--- config.mk ---
export PLATFORM = sky130hd
export DESIGN_NAME = reg_writeback_arbiter_flat
export DESIGN_NICKNAME = d
export VERILOG_FILES = /design/src/rtl/reg_writeback_arbiter_pkg.sv /design/src/rtl/reg_writeback_arbiter_if.sv /design/src/rtl/reg_writeback_arbiter_wb_queue.sv /design/src/rtl/reg_writeback_arbiter.sv /design/src/flat_wrapper.sv
export SDC_FILE = /design/constraint.sdc
export NUM_CORES = 1
export LEC_CHECK = 0
export BUFFER_PORTS_ARGS = -buffer_cell sky130_fd_sc_hd__buf_4
export CORE_ASPECT_RATIO = 1.5
export CORE_MARGIN = 2
export CORE_UTILIZATION = 50
export CTS_BUF_LIST = sky130_fd_sc_hd__clkbuf_8
export DETAILED_ROUTE_END_ITERATION = 10
export HOLD_SLACK_MARGIN = 0.1
export PLACE_DENSITY = 0.74
export SETUP_SLACK_MARGIN = 0.2
export SYNTH_ARGS = -nofsm -noshare
export SYNTH_HDL_FRONTEND = slang
export SYNTH_SLANG_ARGS = --single-unit
export TNS_END_PERCENT = 30
--- constraint.sdc ---
create_clock -name clk -period 11.4 [get_ports clk]
set_clock_uncertainty 0.2 [all_clocks]
set_input_delay 0.57 -clock clk [delete_from_list [all_inputs] [get_ports clk]]
set_output_delay 0.57 -clock clk [all_outputs]
set_load 0.01 [all_outputs]
--- src/rtl/reg_writeback_arbiter_pkg.sv ---
// Shared definitions for the register-file writeback arbiter slice.
// Optional forwarding outputs are enabled by defining WB_FORWARD_EN.
package reg_writeback_arbiter_pkg;

  localparam int                    REG_ADDR_W = 5;
  localparam logic [REG_ADDR_W-1:0] REG_ZERO   = 5'd0;
  localparam int                    WB_DATA_W  = 32;

  typedef struct packed {
    logic                  valid;
    logic [REG_ADDR_W-1:0] addr;
    logic [WB_DATA_W-1:0]  data;
  } wb_entry_t;

  // Register 0 is hardwired, so it never counts as a real destination hit.
  function automatic logic addr_hit(input logic [REG_ADDR_W-1:0] a,
                                    input logic [REG_ADDR_W-1:0] b);
    return (a == b) && (a != REG_ZERO);
  endfunction

endpackage

--- src/rtl/reg_writeback_arbiter_if.sv ---
// Execute/memory-side bundle of the writeback arbiter (slave = arbiter).
// Forwarding signals exist only when WB_FORWARD_EN is defined.
interface reg_writeback_arbiter_if
  import reg_writeback_arbiter_pkg::*;
#(
  parameter int DATA_W = 32
);

  logic                  alu_valid;
  logic [REG_ADDR_W-1:0] alu_addr;
  logic [DATA_W-1:0]     alu_data;

  logic                  ldu_valid;
  logic                  ldu_ready;
  logic [REG_ADDR_W-1:0] ldu_addr;
  logic [DATA_W-1:0]     ldu_data;

  logic [REG_ADDR_W-1:0] wr_addr;
  logic [DATA_W-1:0]     wr_data;

  logic [REG_ADDR_W-1:0] q1_addr;
  logic [REG_ADDR_W-1:0] q2_addr;
  logic                  q1_pending;
  logic                  q2_pending;

`ifdef WB_FORWARD_EN
  logic                  q1_fwd_valid;
  logic [DATA_W-1:0]     q1_fwd_data;
  logic                  q2_fwd_valid;
  logic [DATA_W-1:0]     q2_fwd_data;

  modport slave (
    input  alu_valid, alu_addr, alu_data,
    input  ldu_valid, ldu_addr, ldu_data,
    output ldu_ready,
    output wr_addr, wr_data,
    input  q1_addr, q2_addr,
    output q1_pending, q2_pending,
    output q1_fwd_valid, q1_fwd_data, q2_fwd_valid, q2_fwd_data
  );

  modport master (
    output alu_valid, alu_addr, alu_data,
    output ldu_valid, ldu_addr, ldu_data,
    input  ldu_ready,
    input  wr_addr, wr_data,
    output q1_addr, q2_addr,
    input  q1_pending, q2_pending,
    input  q1_fwd_valid, q1_fwd_data, q2_fwd_valid, q2_fwd_data
  );
`else
  modport slave (
    input  alu_valid, alu_addr, alu_data,
    input  ldu_valid, ldu_addr, ldu_data,
    output ldu_ready,
    output wr_addr, wr_data,
    input  q1_addr, q2_addr,
    output q1_pending, q2_pending
  );

  modport master (
    output alu_valid, alu_addr, alu_data,
    output ldu_valid, ldu_addr, ldu_data,
    input  ldu_ready,
    input  wr_addr, wr_data,
    output q1_addr, q2_addr,
    input  q1_pending, q2_pending
  );
`endif

endinterface

--- src/rtl/reg_writeback_arbiter_wb_queue.sv ---
// In-order load-result circular buffer with squash-by-address and age-ordered
// address-match vectors; age-ordered data is exported when WB_FORWARD_EN is defined.
module wb_queue
  import reg_writeback_arbiter_pkg::*;
#(
  parameter int DEPTH  = 4,
  parameter int DATA_W = 32
) (
  input  logic                  clk,
  input  logic                  rst_n,
  input  logic                  push_i,
  input  logic                  push_valid_i,
  input  logic [REG_ADDR_W-1:0] push_addr_i,
  input  logic [DATA_W-1:0]     push_data_i,
  input  logic                  pop_i,
  input  logic                  squash_i,
  input  logic [REG_ADDR_W-1:0] squash_addr_i,
  input  logic [REG_ADDR_W-1:0] q1_addr_i,
  input  logic [REG_ADDR_W-1:0] q2_addr_i,
  output logic                  full_o,
  output logic                  empty_o,
  output logic                  head_valid_o,
  output logic [REG_ADDR_W-1:0] head_addr_o,
  output logic [DATA_W-1:0]     head_data_o,
  output logic [DEPTH-1:0]      q1_match_o,
  output logic [DEPTH-1:0]      q2_match_o
`ifdef WB_FORWARD_EN
  ,
  output logic [DATA_W-1:0]     age_data_o [DEPTH]
`endif
);

  localparam int IDX_W = $clog2(DEPTH);
  localparam int PTR_W = IDX_W + 1;

  logic [PTR_W-1:0]      rd_ptr_q, rd_ptr_d;
  logic [PTR_W-1:0]      wr_ptr_q, wr_ptr_d;
  logic [DEPTH-1:0]      valid_q, valid_d;
  logic [REG_ADDR_W-1:0] addr_q [DEPTH];
  logic [DATA_W-1:0]     data_q [DEPTH];
  logic [IDX_W-1:0]      rd_idx, wr_idx;

  assign rd_idx  = rd_ptr_q[IDX_W-1:0];
  assign wr_idx  = wr_ptr_q[IDX_W-1:0];
  assign empty_o = (rd_ptr_q == wr_ptr_q);
  assign full_o  = (rd_idx == wr_idx) && (rd_ptr_q[IDX_W] != wr_ptr_q[IDX_W]);

  assign head_valid_o = valid_q[rd_idx];
  assign head_addr_o  = addr_q[rd_idx];
  assign head_data_o  = data_q[rd_idx];

  // Pop clears before push sets, so a full-queue push can reuse the popped slot.
  always_comb begin
    valid_d = valid_q;
    if (squash_i) begin
      for (int i = 0; i < DEPTH; i++) begin
        if (addr_q[i] == squash_addr_i) valid_d[i] = 1'b0;
      end
    end
    if (pop_i)  valid_d[rd_idx] = 1'b0;
    if (push_i) valid_d[wr_idx] = push_valid_i;
    rd_ptr_d = rd_ptr_q + PTR_W'(pop_i);
    wr_ptr_d = wr_ptr_q + PTR_W'(push_i);
  end

  always_ff @(posedge clk or negedge rst_n) begin
    if (!rst_n) begin
      rd_ptr_q <= '0;
      wr_ptr_q <= '0;
      valid_q  <= '0;
    end else begin
      rd_ptr_q <= rd_ptr_d;
      wr_ptr_q <= wr_ptr_d;
      valid_q  <= valid_d;
    end
  end

  always_ff @(posedge clk) begin
    if (push_i) begin
      addr_q[wr_idx] <= push_addr_i;
      data_q[wr_idx] <= push_data_i;
    end
  end

  // Index 0 is the head (oldest); higher indices are younger entries.
  for (genvar g = 0; g < DEPTH; g++) begin : g_age
    logic [IDX_W-1:0] slot;
    assign slot          = rd_idx + IDX_W'(g);
    assign q1_match_o[g] = valid_q[slot] && addr_hit(addr_q[slot], q1_addr_i);
    assign q2_match_o[g] = valid_q[slot] && addr_hit(addr_q[slot], q2_addr_i);
`ifdef WB_FORWARD_EN
    assign age_data_o[g] = data_q[slot];
`endif
  end

endmodule

--- src/rtl/reg_writeback_arbiter.sv ---
// Merges ALU and load/MDU results into the single register-file write port.
// Define WB_FORWARD_EN to add youngest-queued-value forwarding outputs.
module reg_writeback_arbiter
  import reg_writeback_arbiter_pkg::*;
#(
  parameter int DEPTH  = 4,
  parameter int DATA_W = 32
) (
  input  logic                    clk,
  input  logic                    rst_n,
  reg_writeback_arbiter_if.slave  bus_if
);

  logic                  alu_wr;
  logic                  ld_nz;
  logic                  ldu_ready;
  logic                  accept;
  logic                  bypass;
  logic                  pop;
  logic                  push;
  logic                  push_valid;
  logic                  full;
  logic                  empty;
  logic                  head_valid;
  logic [REG_ADDR_W-1:0] head_addr;
  logic [DATA_W-1:0]     head_data;
  logic [DEPTH-1:0]      q1_match;
  logic [DEPTH-1:0]      q2_match;
  logic                  ld_hit1;
  logic                  ld_hit2;

  logic [REG_ADDR_W-1:0] wr_addr_q, wr_addr_d;
  logic [DATA_W-1:0]     wr_data_q, wr_data_d;

`ifdef WB_FORWARD_EN
  logic [DATA_W-1:0]     age_data [DEPTH];
`endif

  assign alu_wr     = bus_if.alu_valid && (bus_if.alu_addr != REG_ZERO);
  assign ld_nz      = (bus_if.ldu_addr != REG_ZERO);
  assign pop        = !alu_wr && !empty;
  assign ldu_ready  = !full || pop;
  assign accept     = bus_if.ldu_valid && ldu_ready;
  // An idle port with an empty queue lets a load skip the queue entirely.
  assign bypass     = accept && ld_nz && !alu_wr && empty;
  assign push       = accept && ld_nz && !bypass;
  assign push_valid = !(alu_wr && (bus_if.ldu_addr == bus_if.alu_addr));

  assign bus_if.ldu_ready = ldu_ready;

  wb_queue #(
    .DEPTH  (DEPTH),
    .DATA_W (DATA_W)
  ) u_queue (
    .clk           (clk),
    .rst_n         (rst_n),
    .push_i        (push),
    .push_valid_i  (push_valid),
    .push_addr_i   (bus_if.ldu_addr),
    .push_data_i   (bus_if.ldu_data),
    .pop_i         (pop),
    .squash_i      (alu_wr),
    .squash_addr_i (bus_if.alu_addr),
    .q1_addr_i     (bus_if.q1_addr),
    .q2_addr_i     (bus_if.q2_addr),
    .full_o        (full),
    .empty_o       (empty),
    .head_valid_o  (head_valid),
    .head_addr_o   (head_addr),
    .head_data_o   (head_data),
    .q1_match_o    (q1_match),
    .q2_match_o    (q2_match)
`ifdef WB_FORWARD_EN
    ,
    .age_data_o    (age_data)
`endif
  );

  always_comb begin
    wr_addr_d = REG_ZERO;
    wr_data_d = '0;
    if (alu_wr) begin
      wr_addr_d = bus_if.alu_addr;
      wr_data_d = bus_if.alu_data;
    end else if (pop) begin
      // A squashed head still drains its slot but writes nothing.
      if (head_valid) begin
        wr_addr_d = head_addr;
        wr_data_d = head_data;
      end
    end else if (bypass) begin
      wr_addr_d = bus_if.ldu_addr;
      wr_data_d = bus_if.ldu_data;
    end
  end

  always_ff @(posedge clk or negedge rst_n) begin
    if (!rst_n) begin
      wr_addr_q <= REG_ZERO;
      wr_data_q <= '0;
    end else begin
      wr_addr_q <= wr_addr_d;
      wr_data_q <= wr_data_d;
    end
  end

  assign bus_if.wr_addr = wr_addr_q;
  assign bus_if.wr_data = wr_data_q;

  assign ld_hit1 = accept && addr_hit(bus_if.ldu_addr, bus_if.q1_addr);
  assign ld_hit2 = accept && addr_hit(bus_if.ldu_addr, bus_if.q2_addr);

  assign bus_if.q1_pending = (|q1_match) || ld_hit1;
  assign bus_if.q2_pending = (|q2_match) || ld_hit2;

`ifdef WB_FORWARD_EN
  logic [DATA_W-1:0] fwd1, fwd2;

  // Later (younger) matches override earlier ones; the arriving beat is youngest.
  always_comb begin
    fwd1 = '0;
    fwd2 = '0;
    for (int i = 0; i < DEPTH; i++) begin
      if (q1_match[i]) fwd1 = age_data[i];
      if (q2_match[i]) fwd2 = age_data[i];
    end
    if (ld_hit1) fwd1 = bus_if.ldu_data;
    if (ld_hit2) fwd2 = bus_if.ldu_data;
  end

  assign bus_if.q1_fwd_valid = (|q1_match) || ld_hit1;
  assign bus_if.q2_fwd_valid = (|q2_match) || ld_hit2;
  assign bus_if.q1_fwd_data  = fwd1;
  assign bus_if.q2_fwd_data  = fwd2;
`endif

endmodule
--- src/flat_wrapper.sv ---
// flat-port wrapper written by rule: the top's interface ports become plain ports
module reg_writeback_arbiter_flat import reg_writeback_arbiter_pkg::*;
#(
  parameter int DEPTH  = 4,
  parameter int DATA_W = 32
)
  (clk, rst_n, bus_if_alu_valid, bus_if_alu_addr, bus_if_alu_data, bus_if_ldu_valid, bus_if_ldu_addr, bus_if_ldu_data, bus_if_ldu_ready, bus_if_wr_addr, bus_if_wr_data, bus_if_q1_addr, bus_if_q2_addr, bus_if_q1_pending, bus_if_q2_pending);
  reg_writeback_arbiter_if #(.DATA_W(DATA_W)) bus_if_i ();
  input  logic clk;
  input  logic rst_n;
  input wire logic [$bits(bus_if_i.alu_valid)-1:0] bus_if_alu_valid;
  input wire logic [$bits(bus_if_i.alu_addr)-1:0] bus_if_alu_addr;
  input wire logic [$bits(bus_if_i.alu_data)-1:0] bus_if_alu_data;
  input wire logic [$bits(bus_if_i.ldu_valid)-1:0] bus_if_ldu_valid;
  input wire logic [$bits(bus_if_i.ldu_addr)-1:0] bus_if_ldu_addr;
  input wire logic [$bits(bus_if_i.ldu_data)-1:0] bus_if_ldu_data;
  output wire logic [$bits(bus_if_i.ldu_ready)-1:0] bus_if_ldu_ready;
  output wire logic [$bits(bus_if_i.wr_addr)-1:0] bus_if_wr_addr;
  output wire logic [$bits(bus_if_i.wr_data)-1:0] bus_if_wr_data;
  input wire logic [$bits(bus_if_i.q1_addr)-1:0] bus_if_q1_addr;
  input wire logic [$bits(bus_if_i.q2_addr)-1:0] bus_if_q2_addr;
  output wire logic [$bits(bus_if_i.q1_pending)-1:0] bus_if_q1_pending;
  output wire logic [$bits(bus_if_i.q2_pending)-1:0] bus_if_q2_pending;
  assign bus_if_i.alu_valid = bus_if_alu_valid;
  assign bus_if_i.alu_addr = bus_if_alu_addr;
  assign bus_if_i.alu_data = bus_if_alu_data;
  assign bus_if_i.ldu_valid = bus_if_ldu_valid;
  assign bus_if_i.ldu_addr = bus_if_ldu_addr;
  assign bus_if_i.ldu_data = bus_if_ldu_data;
  assign bus_if_ldu_ready = bus_if_i.ldu_ready;
  assign bus_if_wr_addr = bus_if_i.wr_addr;
  assign bus_if_wr_data = bus_if_i.wr_data;
  assign bus_if_i.q1_addr = bus_if_q1_addr;
  assign bus_if_i.q2_addr = bus_if_q2_addr;
  assign bus_if_q1_pending = bus_if_i.q1_pending;
  assign bus_if_q2_pending = bus_if_i.q2_pending;
  reg_writeback_arbiter #(.DEPTH(DEPTH), .DATA_W(DATA_W)) u_core (.clk(clk), .rst_n(rst_n), .bus_if(bus_if_i));
endmodule
==> results.txt, run 1 <==
Entering global routing, the biggest net connects 62 pins. The number of cells in the finished layout apart from fillers is between 800 and 900. The category of the critical setup timing path is register to primary output. The count of pins over their slew limit came out at 0.

The count of antenna-violating nets left after detailed routing is 0. In this run the mean area of a mapped cell was between 15 and 20 sq um. The startpoint identified for the worst hold timing path is bus_if_ldu_data[9]. The signal on the critical path passes through inv_1 -> ha_1 -> mux4_1 -> or4_1 -> o21ai_2 -> nor4_1 -> a31oi_1 -> nand4_1 -> buf_4. The routed wirelength normalized by instance count is approximately 25 um. The DRC violation count after routing came out at 8. The leakage power total is between 4 and 5 nW. The relative slew slack came out at around a quarter.

For the worst-skew pair, the clock arrives at the later sink with an insertion delay of ~0.46 ns. The maximum vdd ir drop is 0.127 mV. The number of cells in the design after placement is between 800 and 900. The final reports fail on DRC. The count of final hold-check violations is 0. The overflow left after global routing came out at 0. The weighted congestion at the end of routability-driven global placement came out at roughly 1. The critical path buffer and inverter count came out at 2. Dividing the final minimum period by the clock period gives a little over two fifths.

In this run the cell area of the synthesized design comes to slightly below 9000 sq um. The worst path required time is ~11 ns. The floorplan has 59 rows. The first-pass GRT wire length came out at roughly 34,000 um. The most critical setup path has its startpoint at u_core.u_queue.rd_ptr_q[0]. The slowest stage of the critical path belongs to the cell sky130_fd_sc_hd__dfrtp_4. The reg-to-reg setup timing slack is 7.42 ns.

The die is ~170 um tall. The launch point of the worst reg-to-reg path is u_core.u_queue.rd_ptr_q[0]. The die covers roughly 19,000 sq um. The count of cells along the worst hold path came out at 1. The number of antenna violations at the first check in global routing came out at 0. The worst hold path terminates at u_core.u_queue.data_q[3][9]. The minimum hold slack came out at roughly 0.13 ns. The logic depth of the worst register-to-register path came out at 7.

The share of layout cells above drive strength 1 is 33.2%. In this run, post-CTS hold repair placed 19 buffers. The capture instance of the worst register-to-register path is u_core.u_queue.data_q[1][10].

The sum of routed wire length over all layers is around 22,000 um. The number of violations reported at the end of detailed-routing iteration 0 is 341. The power density over cell area is between 200 and 250 nW/um^2. Max-cap violations in this run came to 0. The routed layout has about 5.4k vias. Setup repair after global routing left no endpoint under its margin. The number of warnings issued by yosys is 0.

The cell at the root of the clock tree is sky130_fd_sc_hd__clkbuf_8. The all-layer global routing usage came out at approximately 24%. The pin slew with the least headroom to its limit came out at roughly 1.1 ns. STA classifies the critical path startpoint as a register. The setup fix buffers added after clock tree synthesis came out at 0.

The run finished, with violations left. about 130 I/O pins were placed. The minimum clock period after layout is between 4 and 5 ns.

The critical path capture point type is a primary output. The CTS tree is yes. The number of setup violations in the final report came out at 0. The number of distinct standard cells referenced by the synthesized netlist is 31.

The post-synthesis net count came out at around 620. The first TritonRoute pass finished after 7 iterations. The count of mapped cells out of synthesis is between 500 and 600. The via count of the first global-routing pass came out at between 5k and 6k. The post-CTS clock slew at the launch and capture registers of the worst setup and hold paths came out at between 0.1 and 0.15 ns. After routing, the total negative slack on setup checks comes to 0 ns. The placed wire-length estimate after detailed placement came out at roughly 15,000 um.

The arrival time at the worst endpoint came out at between 4 and 5 ns. The kind of cell with the highest combined delay along the critical path is flip-flops. The kind of path behind the tightest hold check is primary input to register. The count of H-tree levels built during CTS is 4. The maximum count of clock buffers along a single path came out at 2.

Sequential elements use between 60 and 70% of the synthesized area. The post-synthesis to final-layout area growth came out at 18.7%. In this run, CTS created clock tree buffers numbering 17. For this run, the top clock speed supported by timing is slightly above 0.2 GHz. The total area inside the core boundary comes to 17,400 sq um. The maximum cell stage delay along the critical path is 1.14 ns. In the routed layout, each cell is associated on average with a via count of 6.17. Of all nets on the critical path, the largest fanout is between 60 and 70. The die is about 110 um wide. Counting every sink on the clock net gives about 200. The count of input and output buffers is 127.

The total of flip-flops plus latches after synthesis came out at about 200. The count of cells resized by post-cts repair is 0. The number of nets in the layout is between 700 and 800. The effective utilization at floorplan is about half. The antenna diode count is 0.
==> layout make-up <==
class / instances / area, sq um
flip-flops and latches: 195 / 5630
clock inverters: 15 / 163
multi-input cells: 286 / 3140
fillers: 1319 / 6800
clock buffers: 17 / 234
inverters: 4 / 15.0
repair buffers: 151 / 1180
well taps: 213 / 267
==> synthesized netlist by cell type <==
master	n	share of area, %
sky130_fd_sc_hd__nand4_1	10	0.70
sky130_fd_sc_hd__mux2i_1	4	0.45
sky130_fd_sc_hd__xnor2_1	33	3.2
sky130_fd_sc_hd__inv_1	4	0.17
sky130_fd_sc_hd__a31oi_1	3	0.21
sky130_fd_sc_hd__a21boi_2	1	0.13
sky130_fd_sc_hd__buf_6	1	0.13
sky130_fd_sc_hd__dfrtp_1	47	13
sky130_fd_sc_hd__mux4_2	47	12
sky130_fd_sc_hd__buf_2	12	0.67
sky130_fd_sc_hd__and3_1	39	2.7
sky130_fd_sc_hd__nor4_1	6	0.42
sky130_fd_sc_hd__o21a_1	1	0.084
sky130_fd_sc_hd__nor3_1	9	0.50
sky130_fd_sc_hd__nor3b_2	1	0.14
sky130_fd_sc_hd__mux4_1	9	2.6
sky130_fd_sc_hd__edfxtp_1	148	50
sky130_fd_sc_hd__nand2_1	4	0.17
sky130_fd_sc_hd__xor2_1	45	4.4
sky130_fd_sc_hd__buf_4	1	0.084
sky130_fd_sc_hd__nand3_1	10	0.56
sky130_fd_sc_hd__ha_1	8	1.1
sky130_fd_sc_hd__buf_1	3	0.13
sky130_fd_sc_hd__clkbuf_1	26	1.1
sky130_fd_sc_hd__o21ai_2	1	0.098
sky130_fd_sc_hd__a221o_1	37	4.1
sky130_fd_sc_hd__nand3b_1	2	0.17
sky130_fd_sc_hd__mux2_2	2	0.25
sky130_fd_sc_hd__o21ai_0	4	0.22
sky130_fd_sc_hd__nor2_1	3	0.13
sky130_fd_sc_hd__or4_1	7	0.59
==> layer usage <==
layer	share of wire [%]	track usage [%]
met5	0	0
met4	4.0	13.1
met3	3.8	3.64
met2	56	43.4
met1	36	27.2
==> state kept, by name, indices dropped and copies added, names as in the netlist <==
register                 cells
u_core.u_queue.addr_q       20
u_core.u_queue.valid_q       4
u_core.bus_if.wr_addr        5
u_core.bus_if.wr_data       32
u_core.u_queue.data_q      128
u_core.u_queue.rd_ptr_q      3
u_core.u_queue.wr_ptr_q      3
==> logic make-up (layout without fill, tap and decap cells) <==
family / count (synthesis) / in the layout / synth area share, %
AO/OA/AOI/OAI: 47 / 47 / 4.88
XOR/XNOR: 78 / 78 / 7.64
adder cells (fa/ha/maj): 8 / 8 / 1.12
buffers and inverters: 47 / 187 / 2.27
flip-flops: 195 / 195 / 62.8
multiplexers: 62 / 62 / 15.2
AND/OR/NAND/NOR: 91 / 91 / 6.10
==> stage by stage <==
stage,util [%],area [sq um],worst slack [ns],power [W]
global route,61.0,10600,6.13,0.00277
finish,61.0,10600,6.52,0.00263
global placement,57.6,10000,6.95,0.00221
detailed placement,57.6,10000,6.92,0.00222
floorplan,-,8950,7.17,0.00185
CTS,61.0,10600,6.41,0.00266
==> placed cells by master, fill, tap and decap left out, drive strengths merged, types with 8 or more instances in the layout <==
| cell | netlist | final |
|---|---|---|
| clkbuf | 26 | 17 |
| nor3 | 9 | 9 |
| dlygate4sd3 | 0 | 19 |
| dfrtp | 47 | 47 |
| buf | 17 | 132 |
| xnor2 | 33 | 33 |
| mux4 | 56 | 56 |
| nand3 | 10 | 10 |
| and3 | 39 | 39 |
| ha | 8 | 8 |
| xor2 | 45 | 45 |
| a221o | 37 | 37 |
| inv | 4 | 10 |
| edfxtp | 148 | 148 |
| nand4 | 10 | 10 |
==> where the power goes <==
group / leakage [nW] / internal [W] / switching (W)
Clock: 0.191 / 0.000166 / 0.000266
Sequential: 1.93 / 0.000978 / 0.000140
Combinational: 1.92 / 0.000543 / 0.000539
==> worst register-to-register path: stages, from the launching register on <==
cell	delay, ns
sky130_fd_sc_hd__dfrtp_4	1.14
sky130_fd_sc_hd__xor2_1	0.20
sky130_fd_sc_hd__nor2_1	0.19
sky130_fd_sc_hd__a31oi_1	0.21
sky130_fd_sc_hd__a21boi_2	0.30
sky130_fd_sc_hd__nand3b_1	0.15
sky130_fd_sc_hd__clkinv_1	0.79
sky130_fd_sc_hd__buf_4	0.54
==> worst max-delay path by stage <==
| stage | end | cells past startpoint |
|---|---|---|
| final | bus_if_q1_pending | 9 |
| after global routing | bus_if_q1_pending | 9 |
| after CTS | bus_if_q1_pending | 9 |
| after detailed placement | bus_if_q1_pending | 9 |
| after global placement | bus_if_q1_pending | 9 |
| after floorplan | bus_if_q1_pending | 12 |
Note: power is estimated with default switching activity, not from simulation.
==> run 2, diff against run 1 <==
ABC_AREA = 1   (was default)
PLACE_DENSITY = 0.77   (was 0.74)
clock period = 4.3 ns   (was 11.4 ns; I/O delays follow)
==> run 2 against run 1 <==
Compared with the run above: the flow now finishes without violations; power increased to 2.9 times the previous value; routed wire length increased by 22%; critical path depth increased by 4; via count increased by 45%; sequential cell count unchanged; synthesized area increased by 5.9%; sequential power increased to 2.5 times the previous value.
==> results.txt, run 2 <==
Status: complete, no violations (was finished with violations). The number of core rows is 61 (was 59). The minimum hold slack is 0.123 ns (was 0.127 ns). The number of clock sinks came out at 195 (unchanged). The kind of path behind the tightest hold check is primary input to asynchronous set/reset pin (was primary input to register).

The detail-routed via count per cell came out at 5.40 (was 6.17). The count of cells resized by post-cts repair is 0 (unchanged). The number of nets in the layout is 1,292 (was 751). The routed wirelength normalized by instance count was 18.6 um (was 25.2 um). The height of the die is 173 um (was 168 um). The number of iterations in the first detailed-routing pass is 10 (was 7). The count of input and output buffers came to 127 (unchanged). The count of antenna-violating nets left after detailed routing is 0 (unchanged). The capture instance of the worst register-to-register path is u_core.bus_if.wr_data[12] (was u_core.u_queue.data_q[1][10]). The post-CTS clock slew at the launch and capture registers of the worst setup and hold paths was 0.11 ns (about the same). The number of distinct standard cells referenced by the synthesized netlist was 31 (unchanged).

The setup fix buffers added after clock tree synthesis came out at 0 (unchanged). The count of H-tree levels built during CTS is 4 (unchanged). The total die area is 20,100 sq um (was 19,000 sq um). The maximum count of clock buffers along a single path is 2 (unchanged). The critical path buffer and inverter count came to 3 (was 2). The master of the slowest instance on the critical path is sky130_fd_sc_hd__dfrtp_1 (was sky130_fd_sc_hd__dfrtp_4). The effective utilization at floorplan is 51.1% (was 51.4%). The horizontal die dimension came out at 116 um (was 113 um). The pin count of the biggest net entering global routing came out at 68 (was 62). The number of synthesized flops with an enable pin was 148 (unchanged). The worst path required time is 3.88 ns (was 10.63 ns).

The cell accounting for the most synthesized area is sky130_fd_sc_hd__edfxtp_1 (unchanged). The share of the clock period used by the worst path came out at between 80% and 90%. Ordered list of cells on the worst path: clkinv_1 -> ha_1 -> inv_1 -> nand3_1 -> nand2_1 -> nand2_1 -> nand2_1 -> nor2_1 -> nand2_1 -> nor2_1 -> nor2_1 -> nand3_1 -> buf_4 (was inv_1 -> ha_1 -> mux4_1 -> or4_1 -> o21ai_2 -> nor4_1 -> a31oi_1 -> nand4_1 -> buf_4). The maximum vdd ir drop came out at 0.395 mV (was 0.127 mV). The family of cells with the greatest summed delay on the critical path was simple AND/OR/NAND/NOR gates (was flip-flops). Top cells by instance count after synthesis: sky130_fd_sc_hd__nand2_1 (296), sky130_fd_sc_hd__edfxtp_1 (148), sky130_fd_sc_hd__nor2_1 (120), sky130_fd_sc_hd__nand3_1 (110), sky130_fd_sc_hd__o21ai_0 (69) (was sky130_fd_sc_hd__edfxtp_1 (148), sky130_fd_sc_hd__dfrtp_1 (47), sky130_fd_sc_hd__mux4_2 (47), sky130_fd_sc_hd__xor2_1 (45), sky130_fd_sc_hd__and3_1 (39)). The total I/O pin count was 128 (unchanged).

The core outline area came to 18,500 sq um (was 17,400 sq um). The register cell area after layout is 5620 sq um (was 5630 sq um). The critical path capture point type is a primary output (unchanged).

The mean instance size in the synthesized netlist is 9.43 sq um (was 16.9 sq um). The number of antenna violations at the first check in global routing came to 0 (unchanged). Subtracting the final worst setup slack from the clock period gives 3.60 ns. The cell at the root of the clock tree is sky130_fd_sc_hd__clkbuf_8 (unchanged).

The share of Yosys cell area claimed by the top area cell type came out at 46.9% (was 49.7%). The clock latency of the later-clocked register in the worst-skew pair is 0.46 ns (about the same). The power density over cell area is 647 nW/um^2 (was 248 nW/um^2). The sum of routed wire length over all layers came out at 27,100 um (was 22,200 um). The sum of negative setup slack is 0 ns (unchanged).

The multi-input gate area in the final layout came out at 3400 sq um (was 3140 sq um). The first-pass GRT wire length came out at 41,900 um (was 33,800 um). The post-synthesis net count is 1,100 (was 624). The CTS tree was yes (unchanged). The cell area after layout came out at 11,900 sq um (was 10,600 sq um). The total of flip-flops plus latches after synthesis is 195 (unchanged). Most used cells in the layout excluding fill and tap cells: sky130_fd_sc_hd__nand2_1 (296), sky130_fd_sc_hd__edfxtp_1 (148), sky130_fd_sc_hd__buf_4 (138), sky130_fd_sc_hd__nor2_1 (118), sky130_fd_sc_hd__nand3_1 (110) (was sky130_fd_sc_hd__edfxtp_1 (148), sky130_fd_sc_hd__buf_4 (132), sky130_fd_sc_hd__mux4_2 (47), sky130_fd_sc_hd__xor2_1 (45), sky130_fd_sc_hd__dfrtp_1 (45)). The most flop-heavy register is u_core.u_queue.data_q (unchanged). The share of the core filled with cells came to 64.1% (was 61.0%).

The weighted congestion at the end of routability-driven global placement is 0.945 (was 0.988). The launching element type of the critical path is a register (unchanged). The number of setup violations in the final report came out at 0 (unchanged).

The number of buffers added to fix hold violations after cts came out at 89 (was 19). The instance area after placement was 10,600 sq um (was 10,000 sq um). The antenna diode count is 0 (unchanged). The maximum cell stage delay along the critical path is 0.70 ns (was 1.14 ns).

The arrival time at the worst endpoint was 3.18 ns (was 4.11 ns). The dominant cell by count in the synthesized netlist is sky130_fd_sc_hd__nand2_1 (was sky130_fd_sc_hd__edfxtp_1). Main area contributors after synthesis: sky130_fd_sc_hd__edfxtp_1 (47%), sky130_fd_sc_hd__dfrtp_1 (12%), sky130_fd_sc_hd__nand2_1 (12%) (was sky130_fd_sc_hd__edfxtp_1 (50%), sky130_fd_sc_hd__dfrtp_1 (13%), sky130_fd_sc_hd__mux4_2 (12%)). The fill cell instance count of the final layout is 1,436 (was 1,319).

The maximum net fanout on the critical path is 15 (was 61). The reg-to-reg setup timing slack was 0.71 ns (was 7.42 ns). The launch point of the worst reg-to-reg path is u_core.u_queue.rd_ptr_q[0] (unchanged).

The leakage power total is 5.00 nW (was 4.04 nW). The relative slew slack is 52.1% (was 25.7%). The commonest non-fill, non-tap cell in the layout is sky130_fd_sc_hd__nand2_1 (was sky130_fd_sc_hd__edfxtp_1).

The number of buffers created by CTS is 17 (unchanged). The share of layout cells above drive strength 1 came out at 15.9% (was 33.2%). The placed wire-length estimate after detailed placement was 17,000 um (was 15,000 um). The post-synthesis to final-layout area growth came to 25.6% (was 18.7%). The overflow left after global routing is 0 (unchanged). The number of violations reported at the end of detailed-routing iteration 0 came out at 684 (was 341). In this design, the critical path's most frequently occurring cell is sky130_fd_sc_hd__nand2_1.

The all-layer global routing usage is 27.6% (was 24.1%). The most used flip-flop cell after synthesis is sky130_fd_sc_hd__edfxtp_1 (unchanged). The vias after detailed routing came out at 7,895 (was 5,435). The count of mapped cells out of synthesis came out at 1,004 (was 528). The total standard cell area after synthesis is 9470 sq um (was 8950 sq um). The count of pins over their slew limit is 0 (unchanged). The number of warnings issued by yosys is 0 (unchanged). The pin slew with the least headroom to its limit is 0.717 ns (was 1.11 ns). The logic depth of the worst register-to-register path is 12 (was 7). The fmax came out at about 0.28 GHz. The DRC violation count after routing is 0 (was 8). Setup repair after global routing missed its margin: no (unchanged). The via count of the first global-routing pass came to 7,951 (was 5,932).

The proportion of register bits with asynchronous set or reset after synthesis is 24.1% (unchanged). The sequential cell area fraction in the yosys report came out at 59.3% (was 62.8%). The count of final hold-check violations is 0 (unchanged).

The category of the critical setup timing path is register to primary output (unchanged). The flip-flop count of the largest register, all copies and words added came to 128 (unchanged). The max-capacitance violation count was 0 (unchanged). The total power consumption of the routed design is 0.00769 W (was 0.00263 W).
==> run 2: stage by stage <==
stage / setup slack (ns) / cells
after floorplan: 0.939 / 1004
after global placement: 1.28 / 1340
after detailed placement: 1.25 / 1340
after CTS: 0.719 / 1461
after global routing: 0.274 / 1461
final: 0.701 / 1461
==> run 2: worst register-to-register path: cells and delay by family, from the launching register on <==
family	cells	cell delay, ns
buffers and inverters	5	1.52
AOI/OAI and AO/OA	2	0.36
and+or+nand+nor	5	0.84
DFF	1	0.61
==> run 2: worst max-delay path by stage <==
stage | slack, ns | cells past startpoint | end | startpoint
floorplan | 0.94 | 7 | u_core.u_queue.addr_q[2][0] | u_core.u_queue.rd_ptr_q[0]
global placement | 1.28 | 13 | bus_if_q1_pending | u_core.u_queue.rd_ptr_q[1]
global route | 0.27 | 13 | bus_if_q2_pending | u_core.u_queue.rd_ptr_q[1]
CTS | 0.72 | 13 | bus_if_q1_pending | u_core.u_queue.rd_ptr_q[1]
detailed placement | 1.25 | 13 | bus_if_q1_pending | u_core.u_queue.rd_ptr_q[1]
finish | 0.70 | 13 | bus_if_q1_pending | u_core.u_queue.rd_ptr_q[1]
==> run 2: kinds of logic after synthesis <==
kind of cell	count (synthesis)	synth area share (%)
adders and majority gates	8	1.06
DFF	195	59.3
buffers and inverters	93	4.87
xor gates and xnor gates	42	3.88
and+or+nand+nor	557	24.6
AOI/OAI and AO/OA	109	6.29
==> run 2: cell type report <==
type | instances | share of cell area [%]
Clock inverter | 15 | 1.66
Sequential cell | 195 | 47.3
Clock buffer | 17 | 1.97
Inverter | 36 | 1.14
Tap cell | 252 | 2.65
Timing Repair Buffer | 230 | 16.7
Multi-Input combinational cell | 716 | 28.6
==> run 2: power breakdown <==
part / total [W] / internal (W) / switching, W
logic: 0.00364 / 0.00126 / 0.00238
registers: 0.00280 / 0.00255 / 0.000244
clock network: 0.00126 / 0.000594 / 0.000665
total: 0.00769 / 0.00441 / 0.00329
==> run 2: routing by layer <==
metal / global-route usage (%) / vias to the layer above / routed length (um)
li1: - / 3764 / -
met1: 31.8 / 3734 / 9940
met2: 47.9 / 313 / 14300
met3: 3.68 / 84 / 1280
met4: 16.8 / 0 / 1600
met5: 0 / - / 0
==> run 3, diff against run 2 <==
PLACE_DENSITY = 0.74   (was 0.77)
clock period = 3.5 ns   (was 4.3 ns; I/O delays follow)
==> run 3 against run 2 <==
Compared with the run above: power is 24% higher; critical path depth down 1; critical path type is now register to register; sequential power is 20% higher; first-iteration DRC count shrank 8.9%; register-to-register slack worse by 0.26 ns; final area fell by 0.76%; hold slack better by 0.012 ns; highest routed layer unchanged; largest cell class unchanged; worst setup slack worse by 0.25 ns.
==> results.txt, run 3 (synthesized netlist as in run 2, its figures left out) <==
Status: complete, no violations (unchanged). The number of setup violations in the final report was 0 (unchanged). The count of final hold-check violations came out at 0 (unchanged). The number of clock sinks came to 195 (unchanged).

The most flop-heavy register was u_core.u_queue.data_q (unchanged). The count of antenna-violating nets left after detailed routing is 0 (unchanged). The worst path required time came out at 3.69 ns (was 3.88 ns). The post-CTS clock slew at the launch and capture registers of the worst setup and hold paths came out at 0.09 ns (was 0.11 ns). The flip-flop count of the largest register, all copies and words added came out at 128 (unchanged). The count of H-tree levels built during CTS came out at 4 (unchanged). The relative slew slack is 53.6% (was 52.1%). The height of the die is 173 um (unchanged). The maximum vdd ir drop is 0.543 mV (was 0.395 mV). The launching element type of the critical path is a register (unchanged).

The CTS tree is yes (unchanged). The fill cell instance count of the final layout was 1,495 (was 1,436). The power density over cell area is 807 nW/um^2 (was 647 nW/um^2). The all-layer global routing usage was 27.8% (was 27.6%). The detail-routed via count per cell came to 5.46 (was 5.40). The first-pass GRT wire length came out at 41,700 um (was 41,900 um). The share of the clock period used by the worst path came out at around 87%. The total I/O pin count is 128 (unchanged). The overflow left after global routing is 0 (unchanged).

The antenna diode count came to 0 (unchanged). The count of pins over their slew limit came out at 0 (unchanged). The minimum hold slack came to 0.135 ns (was 0.123 ns).

The effective utilization at floorplan is 51.1% (unchanged). The count of input and output buffers came out at 127 (unchanged). The pin count of the biggest net entering global routing is 66 (was 68). The kind of path behind the tightest hold check is primary input to asynchronous set/reset pin (unchanged).

The maximum net fanout on the critical path was 64 (was 15). Most used cells in the layout excluding fill and tap cells: sky130_fd_sc_hd__nand2_1 (293), sky130_fd_sc_hd__edfxtp_1 (148), sky130_fd_sc_hd__buf_4 (138), sky130_fd_sc_hd__nor2_1 (118), sky130_fd_sc_hd__nand3_1 (110) (was sky130_fd_sc_hd__nand2_1 (296), sky130_fd_sc_hd__edfxtp_1 (148), sky130_fd_sc_hd__buf_4 (138), sky130_fd_sc_hd__nor2_1 (118), sky130_fd_sc_hd__nand3_1 (110)). The number of nets in the layout came to 1,286 (was 1,292). The total die area is 20,100 sq um (unchanged).

The DRC violation count after routing came to 0 (unchanged). The number of iterations in the first detailed-routing pass came out at 5 (was 10). The via count of the first global-routing pass was 7,920 (was 7,951). The clock latency of the later-clocked register in the worst-skew pair came out at 0.45 ns (was 0.46 ns).

The commonest non-fill, non-tap cell in the layout is sky130_fd_sc_hd__nand2_1 (unchanged). The smallest clock period supported by the final layout is computed as around 3 ns. The fmax came out at about 0.33 GHz.

The vias after detailed routing came out at 7,937 (was 7,895). The placed wire-length estimate after detailed placement came out at 17,200 um (was 17,000 um). The number of antenna violations at the first check in global routing came to 0 (unchanged).

Setup repair after global routing missed its margin: no (unchanged). The critical path capture point type is a register (was primary output). The post-synthesis to final-layout area growth came out at 24.6% (was 25.6%). The pin slew with the least headroom to its limit came out at 0.696 ns (was 0.717 ns). The sum of routed wire length over all layers is 27,400 um (was 27,100 um). The horizontal die dimension came out at 116 um (unchanged). The arrival time at the worst endpoint is 3.24 ns (was 3.18 ns). The leakage power total is 4.93 nW (was 5.00 nW).

The category of the critical setup timing path is register to register (was register to primary output). The routed wirelength normalized by instance count came to 18.9 um (was 18.6 um). The number of buffers created by CTS is 17 (unchanged). The weighted congestion at the end of routability-driven global placement came to 0.992 (was 0.945). The max-capacitance violation count is 0 (unchanged). The number of violations reported at the end of detailed-routing iteration 0 is 623 (was 684).

The core outline area came to 18,500 sq um (unchanged). The cell at the root of the clock tree is sky130_fd_sc_hd__clkbuf_8 (unchanged). The number of core rows came out at 61 (unchanged). The share of layout cells above drive strength 1 came out at 16.3% (was 15.9%).

The maximum count of clock buffers along a single path is 2 (unchanged). The sum of negative setup slack came to 0 ns (unchanged). The logic depth of the worst register-to-register path is 12 (unchanged).
[run 3: changes by cell type in the layout (fill, tap and decap cells not counted), sizes merged]
| cell | before | now |
|---|---|---|
| dlygate4sd3 | 89 | 79 |
| buf | 141 | 144 |
| clkinvlp | 2 | 4 |
| inv | 42 | 40 |
| bufinv | 3 | 2 |
[run 3: metal layers]
layer	wire length (um)	vias up	GRT usage (%)	part of all wire, %
met1	9820	3762	31.2	36
met2	14400	325	47.8	53
met5	0	-	0	0
met4	1750	0	18.1	6.4
met3	1440	94	4.38	5.3
li1	-	3756	-	-
[run 3: where the power goes]
group | total, W | switching (W) | leakage, nW | internal, W
clock | 0.00135 | 0.000734 | 0.191 | 0.000620
sequential | 0.00336 | 0.000223 | 1.94 | 0.00314
combinational | 0.00481 | 0.00322 | 2.80 | 0.00158
total | 0.00952 | 0.00418 | 4.93 | 0.00534
[run 3: final timing paths]
check | from | to | slack, ns
max | u_core.u_queue.rd_ptr_q[0] | u_core.bus_if.wr_data[20] | 0.45
min | rst_n | u_core.bus_if.wr_data[31] | 0.13
max reg2reg | u_core.u_queue.rd_ptr_q[0] | u_core.bus_if.wr_data[20] | 0.45
min reg2reg | u_core.u_queue.wr_ptr_q[2] | u_core.u_queue.wr_ptr_q[2] | 0.31
max in group asynchronous | rst_n | u_core.u_queue.rd_ptr_q[0] | 2.47
min in group clk | bus_if_ldu_valid | u_core.u_queue.wr_ptr_q[0] | 0.14
[run 3: what timing repair did]
item / CTS / global route
resized for setup: 0 / 8
hold endpoints to repair: 234 / 0
buffers inserted: 0 / 1
hold buffers: 79 / 0
endpoints found under the setup margin: 0 / 3
[run 3: layout make-up]
cell class	instances	area (sq um)	area share, %
Inverter	36	139	1.18
Timing Repair Buffer	223	1940	16.4
Clock buffer	17	234	1.98
Tap cell	252	315	2.67
Sequential cell	195	5620	47.6
Multi-Input combinational cell	716	3420	29.0
Timing Repair inverter	1	7.51	0.0636
Clock inverter	13	125	1.06
[run 3: worst max-delay path: stages (launching register included)]
cell,delay (ns)
sky130_fd_sc_hd__dfrtp_2,0.44
sky130_fd_sc_hd__inv_2,0.10
sky130_fd_sc_hd__buf_6,0.40
sky130_fd_sc_hd__nand2_1,0.09
sky130_fd_sc_hd__o21ai_1,0.13
sky130_fd_sc_hd__nand2_1,0.08
sky130_fd_sc_hd__o21ai_1,0.16
sky130_fd_sc_hd__inv_1,0.11
sky130_fd_sc_hd__nor2_4,0.15
sky130_fd_sc_hd__buf_4,0.33
sky130_fd_sc_hd__nand2_1,0.11
sky130_fd_sc_hd__nand3_1,0.12
sky130_fd_sc_hd__dlygate4sd3_1,0.55
[run 3: per-stage QoR]
step	instances	utilization, %	total power, W	instance area, sq um	setup slack, ns
4_1_cts	1451	63.4	0.00934	11800	0.306
6_report	1453	63.7	0.00952	11800	0.451
5_1_grt	1453	63.7	0.0101	11800	0.264
3_3_place_gp	1342	57.2	0.00786	10600	0.820
2_1_floorplan	1004	-	0.00631	9470	0.139
3_5_place_dp	1342	57.2	0.00791	10600	0.823
